[config.mk]
export PLATFORM = sky130hd
export DESIGN_NAME = hazard_ctrl
export DESIGN_NICKNAME = d
export VERILOG_FILES = /design/src/rtl/hazard_ctrl.sv
export SDC_FILE = /design/constraint.sdc
export NUM_CORES = 1
export LEC_CHECK = 0
export CAP_MARGIN = 40
export CORE_UTILIZATION = 28
export DETAILED_ROUTE_END_ITERATION = 12
export PLACE_DENSITY_LB_ADDON = 0.15
export REMOVE_ABC_BUFFERS = 1
export SYNTH_ARGS = -nofsm -noshare
export SYNTH_HDL_FRONTEND = slang
export SYNTH_SLANG_ARGS = --single-unit
[constraint.sdc]
create_clock -name clk_i -period 5.6 [get_ports clk_i]
set_clock_uncertainty 0.2 [all_clocks]
set_input_delay 1.12 -clock clk_i [delete_from_list [all_inputs] [get_ports clk_i]]
set_output_delay 1.12 -clock clk_i [all_outputs]
set_load 0.01 [all_outputs]
[src/rtl/hazard_ctrl.sv]
// Pipeline stall/flush controller: load-use, multicycle EX wait with timeout, EX branch redirect.
// Optional perf counters built only when HAZARD_PERF_CNT_EN is defined.
module hazard_ctrl #(
  parameter int unsigned MC_TIMEOUT = 64
) (
  input  logic        clk_i,
  input  logic        rst_i,
  input  logic [4:0]  id_rs1_addr_i,
  input  logic [4:0]  id_rs2_addr_i,
  input  logic        id_rs1_use_i,
  input  logic        id_rs2_use_i,
  input  logic        id_rs1_F_i,
  input  logic        id_rs2_F_i,
  input  logic [4:0]  ex_rd_addr_i,
  input  logic        ex_rd_wren_I_i,
  input  logic        ex_rd_wren_F_i,
  input  logic        ex_is_load_i,
  input  logic        ex_mc_i,
  input  logic        mc_done_i,
  input  logic        ex_br_taken_i,
  output logic        pc_en_o,
  output logic        if_id_en_o,
  output logic        id_ex_en_o,
  output logic        ex_mem_en_o,
  output logic        if_id_flush_o,
  output logic        id_ex_flush_o,
  output logic        ex_mem_flush_o,
  output logic        mc_start_o,
  output logic        mc_abort_o,
  output logic        mc_err_o,
  output logic [31:0] stall_cnt_o,
  output logic [31:0] flush_cnt_o
);

  typedef enum logic {RUN = 1'b0, BUSY = 1'b1} state_t;

  localparam logic [7:0] TO_LAST = 8'(MC_TIMEOUT - 1);

  state_t     state, state_nxt;
  logic [7:0] to_cnt;
  logic       timeout, mc_wait, lu, rs1_hit, rs2_hit;

  // Same match rule as forwarding: x0/f0 never hazards, file must match.
  assign rs1_hit = id_rs1_use_i && (id_rs1_addr_i == ex_rd_addr_i) &&
                   (id_rs1_F_i ? ex_rd_wren_F_i : ex_rd_wren_I_i);
  assign rs2_hit = id_rs2_use_i && (id_rs2_addr_i == ex_rd_addr_i) &&
                   (id_rs2_F_i ? ex_rd_wren_F_i : ex_rd_wren_I_i);
  assign lu      = ex_is_load_i && (ex_rd_addr_i != 5'd0) && (rs1_hit || rs2_hit);

  assign timeout = (state == BUSY) && (to_cnt == TO_LAST);
  assign mc_wait = ((state == RUN)  && ex_mc_i && !mc_done_i) ||
                   ((state == BUSY) && !mc_done_i && !timeout);

  always_ff @(posedge clk_i or posedge rst_i) begin
    if (rst_i) state <= RUN;
    else       state <= state_nxt;
  end

  always_comb begin
    state_nxt = state;
    case (state)
      RUN:     if (ex_mc_i && !mc_done_i)  state_nxt = BUSY;
      BUSY:    if (mc_done_i || timeout)   state_nxt = RUN;
      default: state_nxt = RUN;
    endcase
  end

  always_comb begin
    pc_en_o        = 1'b1;
    if_id_en_o     = 1'b1;
    id_ex_en_o     = 1'b1;
    ex_mem_en_o    = 1'b1;
    if_id_flush_o  = 1'b0;
    id_ex_flush_o  = 1'b0;
    ex_mem_flush_o = 1'b0;
    mc_start_o     = (state == RUN) && ex_mc_i;
    mc_abort_o     = timeout && !mc_done_i;
    if (mc_wait) begin
      pc_en_o        = 1'b0;
      if_id_en_o     = 1'b0;
      id_ex_en_o     = 1'b0;
      ex_mem_flush_o = 1'b1;
    end else if (ex_br_taken_i) begin
      if_id_flush_o  = 1'b1;
      id_ex_flush_o  = 1'b1;
    end else if (lu) begin
      pc_en_o        = 1'b0;
      if_id_en_o     = 1'b0;
      id_ex_flush_o  = 1'b1;
    end
    if (rst_i) begin
      pc_en_o        = 1'b0;
      if_id_en_o     = 1'b0;
      id_ex_en_o     = 1'b0;
      ex_mem_en_o    = 1'b0;
      if_id_flush_o  = 1'b0;
      id_ex_flush_o  = 1'b0;
      ex_mem_flush_o = 1'b0;
      mc_start_o     = 1'b0;
      mc_abort_o     = 1'b0;
    end
  end

  // Counter is held at 0 outside BUSY, so it starts from 0 on BUSY entry.
  always_ff @(posedge clk_i or posedge rst_i) begin
    if (rst_i) begin
      to_cnt   <= 8'd0;
      mc_err_o <= 1'b0;
    end else begin
      to_cnt <= (state == BUSY) ? to_cnt + 8'd1 : 8'd0;
      if (mc_abort_o) mc_err_o <= 1'b1;
    end
  end

`ifdef HAZARD_PERF_CNT_EN
  always_ff @(posedge clk_i or posedge rst_i) begin
    if (rst_i) begin
      stall_cnt_o <= 32'd0;
      flush_cnt_o <= 32'd0;
    end else begin
      if (!pc_en_o)                      stall_cnt_o <= stall_cnt_o + 32'd1;
      if (if_id_flush_o || id_ex_flush_o) flush_cnt_o <= flush_cnt_o + 32'd1;
    end
  end
`else
  assign stall_cnt_o = 32'd0;
  assign flush_cnt_o = 32'd0;
`endif

endmodule

==> reports/summary.md, run 1 <==
The flow ran to the end, and the final reports show no timing, DRC or antenna violations. The clock-pin slew on the worst setup and hold paths is 40 ps. After synthesis, the largest family of logic cells by area is buffers and inverters. VDD sags by at most 0.112 mV. Setup repair after global routing left no endpoint under its margin.

In the synthesized netlist the async set-or-reset flop fraction comes to 100%. The depth of the CTS H-tree was 1. Yosys instantiated no cell more often than buf_4.

The endpoint identified for the worst register-to-register timing path is mc_err_o. The max-cap check violation count was 0. In the final layout, the share of cells above drive strength 1 is 5.39%.

The run gives 197 as the net count reported at finish. The run gives 4360 sq um as the area of the die. Global routing finished with a remaining overflow of 0.

Final number of max-transition violations: 0. Summing the areas of all and, or, nand and nor instances in the mapped netlist gives 15.5% of the synthesized area. The count of cells along the worst register-to-register path works out to 6. In this run the critical register-to-register path is launched from to_cnt[0]. The flop-to-flop setup slack was 4080 ps; the total power after layout was 215 uW. In this run, post-CTS repair resized a total of 0 instances.

For this run, the total global-route usage over all layers was measured as 8.25%. Compared with the post-synthesis result, the final layout area differs by 17.9%. For the worst-skew pair, the clock arrives at the later sink with an insertion delay of 230 ps. Counting along the longest clock path gives a buffer depth of 2. Detailed routing inserted a total of 732 vias. For the worst setup path, the data arrival time is 3040 ps. The worst setup path is launched from an input pin. The worst-case hold slack was 258 ps; the share of synthesized cell area in full adder, half adder and majority cells was 1.09%. The detailed-route wire length is 1830 um, and the number of core rows is 22.

Ranked by instance count, the synthesized netlist is headed by 65 x buf_4, 10 x dfrtp_1, 9 x xor2_1. In this run the worst hold path is classified as register to register. The number of antenna repair diodes is 0.

Routability-driven placement finished with a final weighted congestion of 0.788. Including well taps, the total number of placed cells is 212. After synthesis, the cell types taking the most area are buf_4 42%, dfrtp_1 22%, xor2_1 6.9%. For this run, the number of Yosys warnings is 0. The tools report the residual DRC count as 0.

The quantity of hold-fixing buffers added after cts was 0; the power per standard cell area was 159 nW/um^2. The global-route wire length before repair was 2740 um; the count of pins on the block boundary was 101. Of the total synthesized cell area, the portion taken by XOR and XNOR cells is 12.2%. In the final routed layout, each cell accounts on average for 8.49 um. The most critical setup path has its endpoint at pc_en_o.

The data required time at the worst endpoint is 4280 ps. TritonCTS built the clock tree. Summed over its instances, the top area cell type makes up 42.5% of the synthesized netlist area.

Summed over all failing endpoints, the final setup total negative slack is 0 ps. The tools report the sequential area share after synthesis as 21.8%. The number of DRC markers in iteration 0 was 11; the remaining antenna violation count after routing was 0. The critical path launch point was ex_rd_addr_i[0].

Kind of critical path: input pin to primary output. The die is 66.1 um tall. Excluding fillers, the count of instances in the completed layout stands at 215.

Clock tree synthesis found a total of 10 sinks. For this run, the detailed router's first-pass iteration total came to 4. In this run the horizontal extent of the chip is 66.1 um.

For the distinct cell type count after synthesis, the log shows 28. Setup slack closes at 1240 ps. Dividing the detail-routed via count by the number of cells gives 3.40. The number of cells produced by synthesis was 131; the cell leakage power was 0.667 nW. The synthesized netlist devotes 3.70% of its cell area to compound gates. Synthesis inferred 10 register bits.

During placement, the flow inserted port buffers numbering 36. The worst setup path is captured at a primary output. The fraction of synthesized area in multiplexers is 1.85%, and the mapped cell area is 1150 sq um.

For the final standard cell area without fillers, the log shows 1350 sq um. For the maximum frequency from static timing analysis, the log shows 229 MHz. The number of post-CTS setup repair buffers was 0. Each instance of the synthesized netlist takes up on average 8.77 sq um. The run gives 0 as the final hold violation count.

At the placement stage, the worst setup path has a slack of 1230 ps. The launch point of the worst hold path is to_cnt[0]. The detailed-placement wirelength estimate was 1590 um; the time the worst path needs with I/O delays and setup was 4360 ps.

The number of clock buffers added by TritonCTS is 3. The tree is rooted in a clkbuf_8. The most used flip-flop cell after synthesis is dfrtp_1. The largest area contributor in the synthesized netlist is buf_4. Maximum fanout encountered on the critical timing path: 3. The utilization after layout is 35.6%, and the initial cell density of the core is 30.2%. The pin count of the biggest net entering global routing is 13. The count of endpoints failing setup in the final report was 0; the count of flip-flops with a built-in enable after synthesis was 0. For the initial antenna violation count, the log shows 0.

After layout, the worst path uses 77.9% of the clock period. The post-detailed-placement cell area was 1310 sq um; the via count of the first global-routing pass was 624. The core region is 3800 sq um.
-- cell usage in the layout, fill, tap and decap left out, drive strengths merged, types with 3 or more instances in the layout --
cell and n:
conb 64, clkdlybuf4s50 36, dfrtp 10, xor2 9, and2 8, xnor2 7
nor2 4, nand2 3, clkbuf 3
-- flip-flops by register name, summed over array words and instances (netlist names) --
register and flops:
state 1, to_cnt 8, mc_err_o 1
-- per-layer routing --
layer  vias to the layer above  share of wire (%)  track usage, %
li1                        361                  -               -
met1                       311                 38            9.54
met2                        60                 53            14.3
met3                         0                8.8            1.72
met4                         0                  0            3.99
met5                         -                  0               0
-- worst min-delay path by stage --
| stage | to | slack [ps] | depth (start not counted) |
|---|---|---|---|
| 2_1_floorplan | to_cnt[0] | 230 | 1 |
| 3_3_place_gp | to_cnt[0] | 250 | 1 |
| 3_5_place_dp | to_cnt[0] | 250 | 1 |
| 4_1_cts | to_cnt[0] | 260 | 1 |
| 5_1_grt | to_cnt[0] | 280 | 1 |
| 6_report | to_cnt[0] | 260 | 1 |
-- final cells by class --
class	count	area, sq um
fillers	385	2440
multi-input cells	116	634
clock buffers	3	41.3
repair buffers	36	360
inverters	2	7.51
flip-flops and latches	10	250
well taps	48	60.1
-- kinds of logic (layout without fill, tap and decap cells) --
kind of cell,after synthesis,in the layout
buffers and inverters,68,41
other,1,64
adder cells (fa/ha/maj),1,1
flip-flops,10,10
XOR/XNOR,16,16
AO/OA/AOI/OAI,4,4
multiplexers,2,2
AND/OR/NAND/NOR,29,29
-- worst max-delay path: stages --
cell and delay [ps]:
clkdlybuf4s50_1 470, or4_4 560, o221ai_2 190, o21a_1 150, clkdlybuf4s50_1 540
-- report_power, final --
group | leakage (nW) | internal (mW) | switching (mW) | total (mW)
combinational | 0.509 | 0.0304 | 0.0365 | 0.0668
sequential | 0.136 | 0.0745 | 0.00217 | 0.0767
clock | 0.0216 | 0.0468 | 0.0248 | 0.0716
total | 0.667 | 0.152 | 0.0635 | 0.215
Note: power is estimated with default switching activity, not from simulation.
==> run 2: changes to the inputs <==
- clock period: 5.6 -> 4.54 ns (I/O delays scaled with it)
==> run 2 against run 1 <==
Critical endpoint unchanged. Clock-buffer cell count did not move. Sequential share of layout area fell by 0.10 points. Total power rose by 25%. Setup slack got worse by 640 ps. Global-route usage rose by 0.43 points. Largest cell class unchanged. Wire length rose by 3.8%. Via count rose by 2.5%. Clock power rose by 26%.
==> reports/summary.md, run 2 (synthesis gave the netlist of run 1 again) <==
STA classifies the critical path endpoint as a primary output. The worst setup path is of the input pin to primary output kind. Global placement routability congestion: 0.795. For the via count of the first global-routing pass, the log shows 629.

For the clock network latency to the later pin of the worst-skew pair, the log shows 230 ps. Prior to clock tree synthesis, the placed netlist has a worst setup slack of 598 ps. In the global route stage, overall resource usage came out at 8.68%.

Along the worst path, the maximum fanout reaches 3. Max-cap violations in this run came to 0. The setup check on the worst reg-to-reg path leaves a slack of 3000 ps. Dividing total power by cell area gives a power density of 197 nW/um^2. The total global routing overflow was 0; the final clock period utilization by the worst path was 86.8%. Clock-pin slew was measured on the worst setup and hold paths at 50 ps. The tools report the final hold violation count as 0.

At the end of the flow the core is filled with cells to 35.8%. Detailed placement ended at an HPWL of 1640 um. The TritonCTS buffer count was 3. The repair_antennas step left the layout with diodes totalling 0.

Data on the critical path arrives at its endpoint at 2830 ps. The largest registers in the layout are to_cnt: 8 flops, mc_err_o: 1 flops, state: 1 flops. TritonCTS built the clock tree. The path with the worst hold slack has its endpoint at to_cnt[0]. 101 I/O pins were placed. The clock drives 10 sinks. Global-route wire length before repair: 2930 um. For the setup slack after layout, the log shows 601 ps.

Data required time at the worst endpoint: 3430 ps. Port buffering added 36 buffers. After detailed routing, the number of vias per cell comes to 3.47. Post-CTS repair changed the size of 0 cells. The flow ran to the end, and the final reports show no timing, DRC or antenna violations. Compared with the post-synthesis result, the final layout area differs by 18.5%. The worst setup path is launched from an input pin. The hold path depth was 1. In the final layout, the share of cells above drive strength 1 is 5.95%. For the worst flop-to-flop path, the logic depth is 6. Total power for the finished layout comes to 268 uW.

The library cells used most frequently in the layout, excluding fill and tap cells, are 64 x conb_1, 36 x clkdlybuf4s50_1, 10 x dfrtp_1, 9 x xor2_1, 8 x and2_1. Final number of max-transition violations: 0. In this run the vertical extent of the chip is 66.1 um. For the area of the core, the log shows 3800 sq um.

The min-delay analysis places its worst path in the category register to register. The tools report the initial antenna violation count as 0. In the final design database the tool counted 198 nets. The signal on the critical path passes through clkdlybuf4s50_1, or4_4, o221ai_2, o21a_1, clkdlybuf4s50_1. The maximum vdd ir drop is 0.116 mV, and the number of fill cells is 401. Detailed routing inserted a total of 750 vias. The buffer depth of the longest clock path is 2. The tools report the number of DRC markers in iteration 0 as 12. The average wire per standard cell is 8.77 um.

In this run the critical register-to-register path is launched from to_cnt[0]. Counting flops per register, the top entry is to_cnt. Leaving out fill and tap cells, the most frequent cell in the layout is conb_1. Summed over all layers, the routed wires come to 1900 um. After clock tree synthesis, the flow added hold-fix buffers numbering 0. Entering global routing, the biggest net connects 12 pins. The register with the most flip-flops in the layout has 8 of them. The critical register-to-register path endpoint was mc_err_o. Residual DRC count: 0.

In this run the static leakage power is 0.672 nW. The tools report the number of core rows as 22. In this run the post-CTS setup repair buffer count came out at 0. For the summed negative setup slack over all endpoints, the log shows 0 ps. Derived from the worst setup path, the maximum achievable clock frequency is 254 MHz. The first detailed-routing pass took 4 iterations. The cell at the slowest stage of the critical path is or4_4. In this run the remaining antenna-violating nets after routing total 0. The area of the die was 4360 sq um; the worst stage delay on the critical path was 560 ps. The depth of the CTS H-tree is 1. Once the floorplan was initialized, standard cells occupied 30.2% of the core.

Setup repair after global routing left no endpoint under its margin. The tree is rooted in a clkbuf_8. The count of endpoints failing setup in the final report is 0, and the time the worst path needs with I/O delays and setup is 3940 ps. The x dimension of the die was 66.1 um. Launch point of the worst hold path: to_cnt[0]. The cell seen most often among critical-path stages was clkdlybuf4s50_1.
[run 2: cell count changes in the layout (fill, tap and decap cells not counted), sizes merged]
cell / previous run / this run
buf: 0 / 1
[run 2: final cells by class]
class | instances | area [sq um] | share of cell area, %
well taps | 48 | 60.1 | 4.41
flip-flops and latches | 10 | 250 | 18.4
multi-input cells | 116 | 634 | 46.6
inverters | 2 | 7.51 | 0.551
clock buffers | 3 | 41.3 | 3.03
repair buffers | 37 | 368 | 27.0
[run 2: metal layers]
metal  wire length, um  global-route usage, %
met3               138                  0.690
met5                 0                      0
met1               775                   11.5
met4                14                   3.99
met2               967                   14.2
[run 2: worst max-delay path, delay by kind of cell]
family	cells	cell delay (ps)
and+or+nand+nor	1	560
AOI/OAI and AO/OA	2	340
buffers and inverters	2	1010
[run 2: worst max-delay path by stage]
| stage | startpoint | endpoint | depth (start not counted) |
|---|---|---|---|
| floorplan | ex_rd_addr_i[0] | if_id_en_o | 3 |
| global placement | ex_rd_addr_i[1] | id_ex_flush_o | 7 |
| detailed placement | ex_rd_addr_i[4] | id_ex_flush_o | 7 |
| CTS | ex_rd_addr_i[0] | pc_en_o | 5 |
| global route | ex_rd_addr_i[4] | id_ex_flush_o | 7 |
| finish | ex_rd_addr_i[0] | pc_en_o | 5 |
[run 2: power breakdown]
part / internal (mW) / switching, mW
Combinational: 0.0380 / 0.0454
Clock: 0.0579 / 0.0323
Sequential: 0.0919 / 0.00264
[run 2: metrics by stage]
stage	hold WS [ps]	instances	area [sq um]
finish	253	216	1360
global route	281	216	1360
CTS	260	216	1360
detailed placement	252	213	1320
global placement	248	213	1320
floorplan	232	128	892
==> run 3: changes to the inputs <==
- TNS_END_PERCENT: default -> 50
==> results of run 3 <==
The final DEF is identical to that of run 2; final timing and power are the same.
